==> src/rtl/acq_trigger_sequencer.sv <==
// Acquisition trigger/stop sequencer: edge-detected event sources combined per phase into
// start/stop matches, with optional arm gate, start-wait timeout and latched stop cause.
module acq_trigger_sequencer #(
    parameter int unsigned NUM_EVT = 4,
    parameter int unsigned CNT_W   = 8,
    parameter int unsigned TMO_W   = 16
) (
    input  logic               clk_master,
    input  logic               reset_n,
    input  logic               start,
    input  logic               abort,
    input  logic [NUM_EVT-1:0] evt_in,
    input  logic [NUM_EVT-1:0] start_mask,
    input  logic [NUM_EVT-1:0] stop_mask,
    input  logic               start_all,
    input  logic               stop_all,
    input  logic [CNT_W-1:0]   start_num,
    input  logic [CNT_W-1:0]   stop_num,
    input  logic               gate_en,
    input  logic               arm_gate,
    input  logic               mem_full,
    input  logic               tick,
    input  logic [TMO_W-1:0]   timeout,
    output logic               waiting,
    output logic               acquiring,
    output logic               done,
    output logic [1:0]         stop_cause
);

    localparam logic [1:0] StIdle = 2'd0;
    localparam logic [1:0] StGate = 2'd1;
    localparam logic [1:0] StWait = 2'd2;
    localparam logic [1:0] StAcq  = 2'd3;

    localparam logic [1:0] CauseEvt   = 2'b00;
    localparam logic [1:0] CauseFull  = 2'b01;
    localparam logic [1:0] CauseTmo   = 2'b10;
    localparam logic [1:0] CauseAbort = 2'b11;

    logic [1:0]         state_q, state_d;
    logic [NUM_EVT-1:0] evt_prev_q;
    logic [NUM_EVT-1:0] seen_q, seen_d;
    logic [CNT_W-1:0]   scnt_q, scnt_d;
    logic [CNT_W-1:0]   ecnt_q, ecnt_d;
    logic [TMO_W-1:0]   tmo_q, tmo_d;
    logic [TMO_W-1:0]   tmo_inc;
    logic [1:0]         cause_q, cause_d;
    logic               done_q, done_d;

    logic [NUM_EVT-1:0] rise;
    logic [NUM_EVT-1:0] phase_mask;
    logic [NUM_EVT-1:0] rise_m;
    logic               phase_all;
    logic               match;

    // The stop phase uses the stop configuration; every other state the start configuration.
    always_comb begin
        rise       = evt_in & ~evt_prev_q;
        phase_mask = (state_q == StAcq) ? stop_mask : start_mask;
        phase_all  = (state_q == StAcq) ? stop_all : start_all;
        rise_m     = rise & phase_mask;
        if (phase_mask == '0) begin
            match = 1'b1;
        end else if (phase_all) begin
            match = &(seen_q | rise_m | ~phase_mask);
        end else begin
            match = |rise_m;
        end
    end

    assign tmo_inc = tmo_q + 1'b1;

    always_comb begin
        state_d = state_q;
        seen_d  = '0;
        scnt_d  = scnt_q;
        ecnt_d  = ecnt_q;
        tmo_d   = tmo_q;
        cause_d = cause_q;

        if (state_q != StIdle && abort) begin
            state_d = StIdle;
            cause_d = CauseAbort;
        end else begin
            case (state_q)
                StIdle: begin
                    if (start) begin
                        scnt_d  = start_num;
                        ecnt_d  = stop_num;
                        tmo_d   = '0;
                        cause_d = CauseEvt;
                        state_d = gate_en ? StGate : StWait;
                    end
                end
                StGate: begin
                    if (arm_gate) begin
                        state_d = StWait;
                    end
                end
                StWait: begin
                    if (match) begin
                        if (scnt_q != '0) begin
                            scnt_d = scnt_q - 1'b1;
                        end else begin
                            state_d = StAcq;
                        end
                    end else begin
                        if (phase_all) begin
                            seen_d = seen_q | rise_m;
                        end
                        if (tick && timeout != '0) begin
                            tmo_d = tmo_inc;
                            if (tmo_inc == timeout) begin
                                state_d = StIdle;
                                cause_d = CauseTmo;
                            end
                        end
                    end
                end
                default: begin
                    if (mem_full) begin
                        state_d = StIdle;
                        cause_d = CauseFull;
                    end else if (match) begin
                        if (ecnt_q != '0) begin
                            ecnt_d = ecnt_q - 1'b1;
                        end else begin
                            state_d = StIdle;
                            cause_d = CauseEvt;
                        end
                    end else if (phase_all) begin
                        seen_d = seen_q | rise_m;
                    end
                end
            endcase
        end

        done_d = (state_q != StIdle) && (state_d == StIdle);
    end

    // Previous-level register resets to all-ones so a level already high is not an event.
    always_ff @(posedge clk_master or negedge reset_n) begin
        if (!reset_n) begin
            state_q    <= StIdle;
            evt_prev_q <= '1;
            seen_q     <= '0;
            scnt_q     <= '0;
            ecnt_q     <= '0;
            tmo_q      <= '0;
            cause_q    <= CauseEvt;
            done_q     <= 1'b0;
        end else begin
            state_q    <= state_d;
            evt_prev_q <= evt_in;
            seen_q     <= seen_d;
            scnt_q     <= scnt_d;
            ecnt_q     <= ecnt_d;
            tmo_q      <= tmo_d;
            cause_q    <= cause_d;
            done_q     <= done_d;
        end
    end

    assign waiting    = (state_q == StGate) || (state_q == StWait);
    assign acquiring  = (state_q == StAcq);
    assign done       = done_q;
    assign stop_cause = cause_q;

endmodule

==> config.mk <==
export PLATFORM = sky130hd
export DESIGN_NAME = acq_trigger_sequencer
export DESIGN_NICKNAME = d
export VERILOG_FILES = /design/src/rtl/acq_trigger_sequencer.sv
export SDC_FILE = /design/constraint.sdc
export NUM_CORES = 1
export LEC_CHECK = 0
export ABC_AREA = 1
export ABC_CLOCK_PERIOD_IN_PS = 2700
export CAP_MARGIN = 20
export CORE_ASPECT_RATIO = 1.5
export CORE_UTILIZATION = 30
export DETAILED_ROUTE_END_ITERATION = 16
export PLACE_DENSITY = 0.52
export SLEW_MARGIN = 10
export SYNTH_ARGS = -nofsm -noshare
export SYNTH_HDL_FRONTEND = slang
export SYNTH_SLANG_ARGS = --single-unit
==> constraint.sdc <==
create_clock -name clk_master -period 2.7 [get_ports clk_master]
set_clock_uncertainty 0.15 [all_clocks]
set_input_delay 0.81 -clock clk_master [delete_from_list [all_inputs] [get_ports clk_master]]
set_output_delay 0.81 -clock clk_master [all_outputs]
set_load 0.005 [all_outputs]
Word-level counts from Yosys, hierarchy flattened

Index checks and enable logic that the tools add are counted.

Bits of input ports: 54
Register bits after elaboration: 45
Logic and storage cells: 101
Output and inout bits: 5

Bitwise gates (word level): 8
Muxes and demuxes: 43
Reductions and logical operators: 23
Eq/ne operators: 16
Add/sub/neg operators: 3

Operator list:

| kind                                             | number |
|---|---|
| 2-to-1 mux 8 bit                                 | 7 |
| 2-to-1 mux 16 bit                                | 3 |
| 2-to-1 mux 2 bit                                 | 19 |
| one-hot mux 16 bit (2 select lines)              | 1 |
| one-hot mux 8 bit (2 select lines)               | 2 |
| 2-to-1 mux 4 bit                                 | 5 |
| adder 16 x 1 -> 16 bit, second input constant    | 1 |
| equality test 16 bit                             | 1 |
| nonzero test 16 bit                              | 1 |
| nonzero test 8 bit                               | 2 |
| subtractor 8 x 1 -> 8 bit, second input constant | 2 |
| != test 2 bit, second input constant             | 6 |
| != test 3 bit, second input constant             | 4 |
| one-hot mux 2 bit (3 select lines)               | 2 |
| AND reduction 5 bit                              | 2 |
| bitwise AND 4 bit                                | 2 |
| NOT 4 bit                                        | 2 |
| bitwise OR 4 bit                                 | 2 |
| one-hot mux 4 bit (2 select lines)               | 1 |
| nonzero test 2 bit                               | 4 |
| AND reduction 7 bit                              | 1 |
| AND reduction 6 bit                              | 1 |
| != test 5 x 3 -> 1 bit, second input constant    | 1 |
| nonzero test 5 bit                               | 1 |
| other kinds (12)                                 | 20 |

Depth between registers and ports, before layout

Word-level depth: 14
Gate-level depth with buffers: 18

Least setup slack after synthesis

OpenSTA, ideal clock, no wires.

Kind: register -> register
Start: register state_q[0]
End: register scnt_q[4]
Library setup time: 0.127 ns
Cell stages (with the launch flop): 18
Clock period less this slack: 2.299 ns
Data required time: 2.423 ns
Path buffers: 3
Slack: 0.401 ns
Arrival time: 2.022 ns
Cells stage by stage: dfrtp_1 > ha_1 > buf_6 > nand2_1 > nand2_1 > nand2_1 > nand3_1 > nand2_1 > inv_1 > nand2_1 > nand3_2 > inv_1 > o21ai_0 > and2_1 > clkbuf_2 > buf_6 > nand2_1 > o21ai_0

Longest elaborated chain between the ends: 10
Elaborated cells between the ends (all ways): 23
Those cells by class: 5 x eq/ne; 5 x mux; 5 x bitwise; 8 x reduce/logical

Ends and longest elaborated chain:

| what                            | line | source |
|---|---|---|
| from (decl)                     | 40   | `logic [1:0] state_q, state_d;` |
| from (signal assigned)          | 144  | `state_q <= StIdle;` |
| from (signal assigned)          | 153  | `state_q <= state_d;` |
| equality test 2 bit *           | n/a  |  |
| net acquiring                   | 25   | `output logic acquiring,` |
| 2-to-1 mux 4 bit                | 59   | `phase_mask = (state_q == StAcq) ? stop_mask : start_mask;` |
| bitwise AND 4 bit               | 61   | `rise_m = rise & phase_mask;` |
| bitwise OR 4 bit (2 in series)  | 65   | `match = &(seen_q \| rise_m \| ~phase_mask);` |
| AND reduction 4 bit             | 65   |  |
| 2-to-1 mux 1 bit                | 64   | `end else if (phase_all) begin` |
| 2-to-1 mux 1 bit *              | 62   | `if (phase_mask == '0) begin` |
| != test 2 bit (no line) *       | n/a  |  |
| AND reduction 5 bit (no line) * | n/a  |  |
| to (signal assigned)            | 156  | `scnt_q <= scnt_d;` |
| to (decl)                       | 43   | `logic [CNT_W-1:0] scnt_q, scnt_d;` |

Mark *: on every way through the listed nets, which the timed path passes. The rest lies on a longest branch.
A chain may end at the register's enable or synchronous reset.

Final worst setup path

Start: register state_q[0]
End: output port waiting

Longest elaborated chain between the ends: 2
Elaborated cells between the ends (all ways): 3
Those cells by class: 2 x eq/ne; 1 x reduce/logical

Ends and longest elaborated chain:

| what                                                                       | line | source |
|---|---|---|
| equality test 2 x 1 -> 1 bit / equality test 2 bit (equally long branches) | 164  | `assign waiting = (state_q == StGate) \|\| (state_q == StWait);` |
| logical OR 1 bit *                                                         | 164  |  |
| to (decl)                                                                  | 24   | `output logic waiting,` |

Every way passes the cells marked *; elsewhere a longest branch is shown, timed or not.

==> impl_results.md <==
* Area after DPL at 4720 um^2
* Critical R2R Launch: state_q[0]$_DFF_PN0_
* Largest net degree at the start of global routing at 29
* Clk root buf: clkbuf_16
* R2R depth at 13
* Worst Path Class, Setup: register to primary output
* Clock group share of total power at 19.7%
* Slowest-stage cell, CP: clkdlybuf4s50_1
* Cell row count at 48
* FMAX at 0.383 GHz
* Final min period at 2.61 ns
* Hold Startpoint: stop_cause[1]$_DFFE_PN0P_
* First-pass GRT wire length at 17.8 mm
* Layout Utilization at 43.3%
* Status: complete, no violations
* Mapped Cells at 554
* Drt initial violations at 112
* Hpwl dp at 8.34 mm
* # hold bufs at CTS at 0
* Cts bufs inserted at 5
* Final Hold Viols at 0
* Worst-path cell chain: buf_4, inv_2, ha_4, clkdlybuf4s50_1
* Most common cell after layout, fill and taps aside: nand2_1
* Max stage delay on crit path at 0.50 ns
* Die height at 136 um
* Final period util at 96.7%
* CP endpoint kind: primary output
* # IOs at 59
* Int Power at 2.20 mW
* Initial antenna violation count at 0
* Synth Register Bits at 45
* Maximum vdd drop at 0.000392 V
* Setup violators final at 0
* Sequential power share at 26.4%
* Most frequent cells in the layout: nand2_1 (145), inv_1 (77), nand3_1 (57), clkdlybuf4s50_1 (50)
* Worst reg2reg setup slack at 0.26 ns
* P_leak at 2.52 nW
* Net Switching at 1.55 mW
* Sw Share at 41.3%
* Vias per std cell at 4.81
* Slew @ Worst Pin at 0.580 ns
* Max-slew violations at 0
* Post-Layout Inst Area at 5010 um^2
* Clock Tree Buf Depth at 2
* ANT cells at 0
* CTS tree: done
* Post-CTS setup buffer count at 0
* Core area at 11600 um^2
* Largest fanout on the critical path at 7
* Post-Route WL at 10.4 mm
* H-tree depth at 2
* Nets@finish at 723
* Via Count at 3907
* Worst hold path depth at 2
* Residual DRC at 0
* Mapped Nets at 616
* Hold Path Class: register to register
* R2r endpoint: stop_cause[0]$_DFFE_PN0P_
* Gr ovfl total at 0
* Seq/Total Area, Yosys at 31.5%
* Pwr dens at 747 nW/um^2
* CTS Sinks at 45
* Power share of the combinational group at 53.9%
* Worst skew pair latency at 0.29 ns
* Final WS setup at 0.0879 ns
* Hold WS at 0.347 ns
* CTS clock-pin slew for the worst setup and hold paths at 0.07 ns
* Area grow syn2layout at 39.6%
* Routed Antenna Nets at 0
* Worst setup SP type: register
* GR Util All Layers at 17.9%
* Initial Utilization at 31.0%
* First drt pass iteration count at 4
* Routability cong. at 0.876
* Hold endpoint: stop_cause[1]$_DFFE_PN0P_
* Ys Warns at 0
* CP Data Required Time at 1.74 ns
* Setup TNS at 0 ns
* Die footprint at 12400 um^2
* Share of layout cells above drive strength 1 at 19.0%
* Vias in the first global route at 3967
* Max-slew headroom at 61.4%
* Wire per inst at 12.9 um
* Layout Cells excl Fill at 812
* Post-Syn Area at 3590 um^2
* Avg Cell Area, Syn at 6.49 um^2
* Synth unique cells at 37
* Max-cap violations at 0
* Die X at 91.4 um
* Worst path arrival time at 1.65 ns
* Buffers added on ports at 58
* Cells after DPL at 804
* Pre-CTS WS at -0.240 ns
* Total power at 3.74 mW
-- worst max-delay path by stage --
| stage | from | endpoint | cells past startpoint |
|---|---|---|---|
| final | state_q[0]$_DFF_PN0_ | waiting | 4 |
| after global placement | timeout[14] | tmo_q[14]$_DFFE_PN0P_ | 11 |
| after floorplan | state_q[0]$_DFF_PN0_ | scnt_q[4]$_DFFE_PN0P_ | 17 |
| after detailed placement | timeout[8] | tmo_q[4]$_DFFE_PN0P_ | 11 |
| after CTS | state_q[0]$_DFF_PN0_ | waiting | 4 |
| after global routing | timeout[0] | stop_cause[1]$_DFFE_PN0P_ | 16 |
-- area by class of cell --
type | count | area (um^2)
Fill cell | 1227 | 6580
Multi-Input combinational cell | 411 | 2170
Sequential cell | 45 | 1130
Timing Repair Buffer | 111 | 1030
Inverter | 87 | 329
Tap cell | 150 | 188
Clock buffer | 7 | 143
Clock inverter | 1 | 30.0
-- cells in the mapped netlist, drive strengths merged --
| cell | count | share of area [%] |
|---|---|---|
| nand4 | 26 | 4.7 |
| inv | 86 | 9.0 |
| a31oi | 4 | 0.70 |
| nor3 | 4 | 0.56 |
| o21ai | 41 | 5.9 |
| buf | 4 | 0.91 |
| and2 | 1 | 0.17 |
| o211ai | 5 | 1.0 |
| nand3b | 4 | 0.84 |
| nand3 | 66 | 9.9 |
| nor2 | 64 | 8.6 |
| dfrtp | 41 | 29 |
| dfstp | 4 | 2.9 |
| nand2 | 167 | 19 |
| a21oi | 10 | 1.4 |
| or2 | 1 | 0.17 |
| a21boi | 1 | 0.21 |
| o31ai | 2 | 0.42 |
| clkbuf | 7 | 0.87 |
| o221ai | 2 | 0.49 |
| o21a | 2 | 0.42 |
| ha | 8 | 2.8 |
| xor2 | 3 | 0.73 |
| clkinv | 1 | 0.10 |
-- flip-flops by register name, indices dropped and copies added (netlist names) --
signal and count:
stop_cause 2, done 1, scnt_q 8, seen_q 4, ecnt_q 8, tmo_q 16
evt_prev_q 4, state_q 2
-- worst max-delay path, delay by kind of cell, from the launching register on --
kind	cells	cell delay, ns
buffers and inverters	3	0.73
flip-flops	1	0.37
adder cells (fa/ha/maj)	1	0.27
-- per-layer routing --
layer	up-vias	GRT usage (%)	wire length, um
met5	-	0	0
met4	0	7.50	292
met3	18	2.52	330
met2	81	34.2	5570
met1	1798	19.7	4250
li1	2010	-	-
-- kinds of logic (layout without fill, tap and decap cells) --
family | after synthesis | after routing | synth area share, %
adders and majority gates | 8 | 8 | 2.79
DFF | 45 | 45 | 31.5
xor gates and xnor gates | 3 | 3 | 0.731
AOI/OAI and AO/OA | 67 | 67 | 10.6
and+or+nand+nor | 333 | 333 | 43.6
buffers and inverters | 98 | 206 | 10.9
-- timing repair --
item                                   in CTS  in global routing
resized for setup                           1                 45
pin swaps                                   0                 18
endpoints found under the hold margin       0                  0
setup endpoints to repair                   1                 35
-- power by group through the flow --
stage	Sequential (mW)	Clock (mW)	Combinational, mW
2_1_floorplan	0.980	0	1.18
3_3_place_gp	0.995	0	1.89
3_5_place_dp	0.999	0	1.92
4_1_cts	0.987	0.763	1.95
5_1_grt	1.01	0.787	2.29
6_report	0.987	0.737	2.02
Power figures use the tool's default switching activity.
